`config.mk`:
```
export PLATFORM = sky130hd
export DESIGN_NAME = operand_sequencer
export DESIGN_NICKNAME = d
export VERILOG_FILES = /design/src/rtl/operand_sequencer.sv
export SDC_FILE = /design/constraint.sdc
export NUM_CORES = 1
export LEC_CHECK = 0
export ABC_CLOCK_PERIOD_IN_PS = 1550
export BUFFER_PORTS_ARGS = -buffer_cell sky130_fd_sc_hd__clkbuf_2
export CAP_MARGIN = 5
export CORE_MARGIN = 4
export CORE_UTILIZATION = 35
export DETAILED_ROUTE_END_ITERATION = 8
export PLACE_DENSITY = 0.68
export SYNTH_ARGS = -nofsm -noshare
export SYNTH_HDL_FRONTEND = slang
export SYNTH_SLANG_ARGS = --single-unit
```
`constraint.sdc`:
```
create_clock -name clk -period 1.55 [get_ports clk]
set_input_delay 0.0775 -clock clk [delete_from_list [all_inputs] [get_ports clk]]
set_output_delay 0.0775 -clock clk [all_outputs]
set_load 0.02 [all_outputs]
```
`src/rtl/operand_sequencer.sv`:
```
// Operand sequencer around an external combinational adder: loads A then B, captures the sum,
// and presents it downstream. Define OPSEQ_OVF_EN to generate the carry-out flag on out_ovf.
module operand_sequencer #(
  parameter int unsigned WIDTH = 8
) (
  input  logic             clk,
  input  logic             rst_n,
  input  logic [WIDTH-1:0] in_data,
  input  logic             in_valid,
  output logic             in_ready,
  output logic [WIDTH-1:0] op_a,
  output logic [WIDTH-1:0] op_b,
  input  logic [WIDTH-1:0] sum_in,
  output logic [WIDTH-1:0] out_data,
  output logic             out_valid,
  input  logic             out_ready,
  output logic             out_ovf,
  output logic [7:0]       res_cnt,
  output logic             busy
);

  typedef enum logic [1:0] {StLoadA, StLoadB, StCalc, StHold} state_e;

  state_e           state_q;
  logic [WIDTH-1:0] op_a_q;
  logic [WIDTH-1:0] op_b_q;
  logic [WIDTH-1:0] out_data_q;
  logic             out_valid_q;
  logic [7:0]       res_cnt_q;

`ifdef OPSEQ_OVF_EN
  logic [WIDTH:0] wide_sum;
  logic           ovf_q;

  // Local carry source; the external adder only exposes the truncated sum.
  assign wide_sum = {1'b0, op_a_q} + {1'b0, op_b_q};
  assign out_ovf  = ovf_q;
`else
  assign out_ovf = 1'b0;
`endif

  always_ff @(posedge clk or negedge rst_n) begin
    if (!rst_n) begin
      state_q     <= StLoadA;
      op_a_q      <= '0;
      op_b_q      <= '0;
      out_data_q  <= '0;
      out_valid_q <= 1'b0;
      res_cnt_q   <= 8'd0;
`ifdef OPSEQ_OVF_EN
      ovf_q       <= 1'b0;
`endif
    end else begin
      case (state_q)
        StLoadA: begin
          if (in_valid) begin
            op_a_q  <= in_data;
            state_q <= StLoadB;
          end
        end
        StLoadB: begin
          if (in_valid) begin
            op_b_q  <= in_data;
            state_q <= StCalc;
          end
        end
        StCalc: begin
          out_data_q  <= sum_in;
          out_valid_q <= 1'b1;
`ifdef OPSEQ_OVF_EN
          ovf_q       <= wide_sum[WIDTH];
`endif
          state_q     <= StHold;
        end
        StHold: begin
          if (out_ready) begin
            out_valid_q <= 1'b0;
            res_cnt_q   <= res_cnt_q + 8'd1;
`ifdef OPSEQ_OVF_EN
            ovf_q       <= 1'b0;
`endif
            state_q     <= StLoadA;
          end
        end
        default: state_q <= StLoadA;
      endcase
    end
  end

  assign in_ready  = (state_q == StLoadA) || (state_q == StLoadB);
  assign busy      = (state_q != StLoadA);
  assign op_a      = op_a_q;
  assign op_b      = op_b_q;
  assign out_data  = out_data_q;
  assign out_valid = out_valid_q;
  assign res_cnt   = res_cnt_q;

endmodule
```
; Word level (Yosys, flattened, before mapping)
; Cells that the tools add are included.
[classes]
add_sub_neg = 1
reduce_logical = 9
n_mux = 6
eq_ne = 6
[ops]
columns = operator, n
row1 = "adder 8 x 1 -> 8 bit, second input constant", 1
row2 = case mux 2 bit (4 select lines), 1
row3 = AND reduction 2 bit, 4
row4 = two-way mux 2 bit, 3
row5 = "!= test 2 bit, second input constant", 3
row6 = "equality test 2 bit, second input constant", 2
row7 = nonzero test 2 bit, 2
row8 = AND reduction 3 bit, 1
row9 = "equality test 2 x 1 -> 1 bit, second input constant", 1
row10 = zero test 2 bit, 1
row11 = case mux 1 bit (2 select lines), 1
row12 = logical OR 1 bit, 1
row13 = two-way mux 1 bit, 1
[word_totals]
reg_bits = 35
out_inout_bits = 36
wordCells = 28

; Longest topological paths before layout
[depth]
word_depth = 3
mapped_depth = 5
mapped_depth_nobuf = 5

; Worst setup path after synthesis
; No wires, ideal clock.
[synth_path]
path_type = register to register
from = register state_q[0]
to = register state_q[1]
path_buffers = 0
stages_incl_launch_ff = 6
setup_time_ps = 125
synth_period_minus_slack_ps = 1355
required_time_ps = 1425
arrival_ps = 1230
path_slack_ps = 195
path_cell_list = dfrtp_1 inv_1 ha_1 nor2_1 o22ai_2 mux2_2
[synth_via]
elab_chain_len = 3
word_cells_on_any_way = 9
[synth_lines]
columns = item, line
row1 = from (decl), 24  ; state_e state_q;
row2 = from (signal assigned), 44  ; state_q <= StLoadA;
row3 = from (signal assigned), 58  ; state_q <= StLoadB;
row4 = from (signal assigned), 64  ; state_q <= StCalc;
row5 = "equality test 2 bit, or another cell as far along", 54  ; case (state_q)
row6 = != test 2 bit (no source line), --
row7 = AND reduction 3 bit (no source line), --
; Parallel ways exist; a longest one is shown, timed or not.
; A chain may end at the register's enable or synchronous reset.

; Worst setup path in the final report
; Same ends and word-level chain as after synthesis.

==> out/metrics.cfg <==
[run_status]
status=finished clean

[floorplan]
initial_core_util=0.3646
die_width_um=72.79
die_h_um=72.79
ios=56
rows=23
core-area_um2=4029
die_area_um2=5298

[setup_path]
worstPathArrival_ps=1640
reg2reg_slack_ps=80
cp-endpoint=state_q[1]
end_kind=flop
path_max_fanout=4
crit_start=state_q[0]
start_kind=flop
r2r-start=state_q[0]
worstReg2RegEnd=state_q[1]
r2r_cells=5
cp.required_ps=1720
worstSetupPathType=flop to flop

[global_route]
grt_pass1_wl_mm=4.864
grt_max_degree=36
grt_overflow=0
grt_usage=0.1236
grtUsageMet2=0.2094
met3_usage=0.04821
antenna_found_initial=0
use_met1=0.1365
grt_busiest_layer=met2
grt_pass1_vias=1062

[placed_design]
post-place-ws_ps=51.85
dp_hpwl_mm=2.332
port_buffers=54
gp_congestion=0.7332

[synthesis]
synthCells=102
synth_fp_nets=128
synth_area_per_cell_um2=14.40
yosys_warnings=0
ys_types=20
ys_ff_latch=35
syn_area_um2=1469
seq_area_frac_synth=0.5963

[sta]
slew_headroom=0.4317
worst_pin_slew_ps=852.4
max_freq_mhz=680.5
report.final.slew_viol_count=0
period_minus_slack_ps=1470
holdWs_ps=22.80
post-route-period-util=0.9481
setup_tns_ps=0
finalSetupViolations=0
setup_ws_ps=80.46
final_hold_viol_count=0
rsz0062_at_grt=false
clock_skew_ps=5.445

[route]
dr.pass1.iters=4
drt_iter0_drc=22
routedWlPerCell_um=13.98
viasPerCell=4.535
dr_total_vias=966
ant_nets=0
drc=0
drt-total-wl_mm=2.978

[finish]
layout.cells.most_common=clkbuf_2
syn_to_final_growth_pct=29.05
n_antenna_cell=0
post-route-util=0.4705
layout-drive-gt1-share=0.6012
nFillCells=391
mostFrequentLayoutCells=54 x clkbuf_2, 35 x dfrtp_1, 26 x mux2_2
layout.nets=188

[clock_network]
clk_path_buf_depth=2
cts_tree=built
numCtsBuffers=5
ctsHtreeMaxLevel=2
cts_sinks=35
clock_latency_ps=280
clk_pin_slew_worst_paths_ps=70
root_buffer=clkbuf_8

[power]
p_leak_nw=0.9512
vdd_drop_max_uv=939.0
power.density_nw_per_um2=2224
total_power_w=0.004216

[min_path]
hold_path.class=primary input to flop
worstHoldPathCells=2

[run]
cap_violations=0

## registers in the layout, summed over array words and instances, names as in the netlist
register	flops
state_q	2
out_data	8
op_a	8
out_valid	1
res_cnt	8
op_b	8
## report_power, final
part	internal, W	leakage (nW)	switching, W
sequential	0.00134	0.422	0.000279
combinational	0.000841	0.490	0.00112
clock	0.000312	0.0402	0.000319
## synth_stat cells (all sizes together)
cell / n / share of area
and3: 1 / 0.0043
buf: 2 / 0.0085
inv: 6 / 0.015
nor2: 4 / 0.010
ha: 6 / 0.051
o22ai: 2 / 0.013
nand2: 7 / 0.021
mux2i: 1 / 0.0068
nor3: 1 / 0.0068
nand3: 1 / 0.0068
nand4: 1 / 0.0085
xor2: 2 / 0.012
conb: 1 / 0.0026
dfrtp: 35 / 0.60
mux2: 26 / 0.20
and4: 1 / 0.0077
xnor2: 5 / 0.030
## worst min-delay path by stage
stage,startpoint,to,slack (ps)
after global placement,rst_n,res_cnt[7],200
after detailed placement,rst_n,res_cnt[5],230
after CTS,sum_in[4],out_data[4],20
after floorplan,rst_n,op_a[0],-220
final,sum_in[4],out_data[4],20
after global routing,sum_in[7],out_data[7],20
## through the flow
stage,instance area [µm²],instances
2_1_floorplan,1469,102
3_3_place_gp,1789,204
3_5_place_dp,1789,204
4_1_cts,1888,213
5_1_grt,1896,213
6_report,1896,213
## routing by layer
metal  part of all wire  wire (µm)
met3              0.066        196
met2               0.54       1599
met1               0.38       1120
met5                  0          0
met4              0.020         61
## timing repair
action,4_1_cts,5_1_grt
hold buffers,1,0
setup buffers,0,0
endpoints found under the setup margin,0,10
resized for setup,0,3
hold endpoints to repair,35,0
## logic make-up (layout without fill, tap and decap cells)
kind of cell | count (synthesis) | after routing | share of synthesized area
flops | 35 | 35 | 0.5963
mux | 27 | 27 | 0.2061
simple gates | 16 | 16 | 0.06559
buf+inv | 8 | 69 | 0.02385
xor+xnor | 7 | 7 | 0.04174
fa+ha+maj | 6 | 6 | 0.05111
compound gates | 2 | 2 | 0.01278
other cells | 1 | 1 | 0.002553
## area by class of cell
cell class	count	area, µm²	area share
Clock buffer	5	68.82	0.03630
Clock inverter	3	20.02	0.01056
Inverter	6	22.52	0.01188
Multi-Input combinational cell	59	565.5	0.2983
Sequential cell	35	875.8	0.4620
Tap cell	50	62.56	0.03300
Timing Repair Buffer	55	280.3	0.1479
## critical path: stages (launching register included)
cell and delay (ps):
dfrtp_1 410, inv_1 150, ha_2 230, nor2_2 50
o22ai_2 170, mux2_2 350
(Power assumes the default switching activity.)
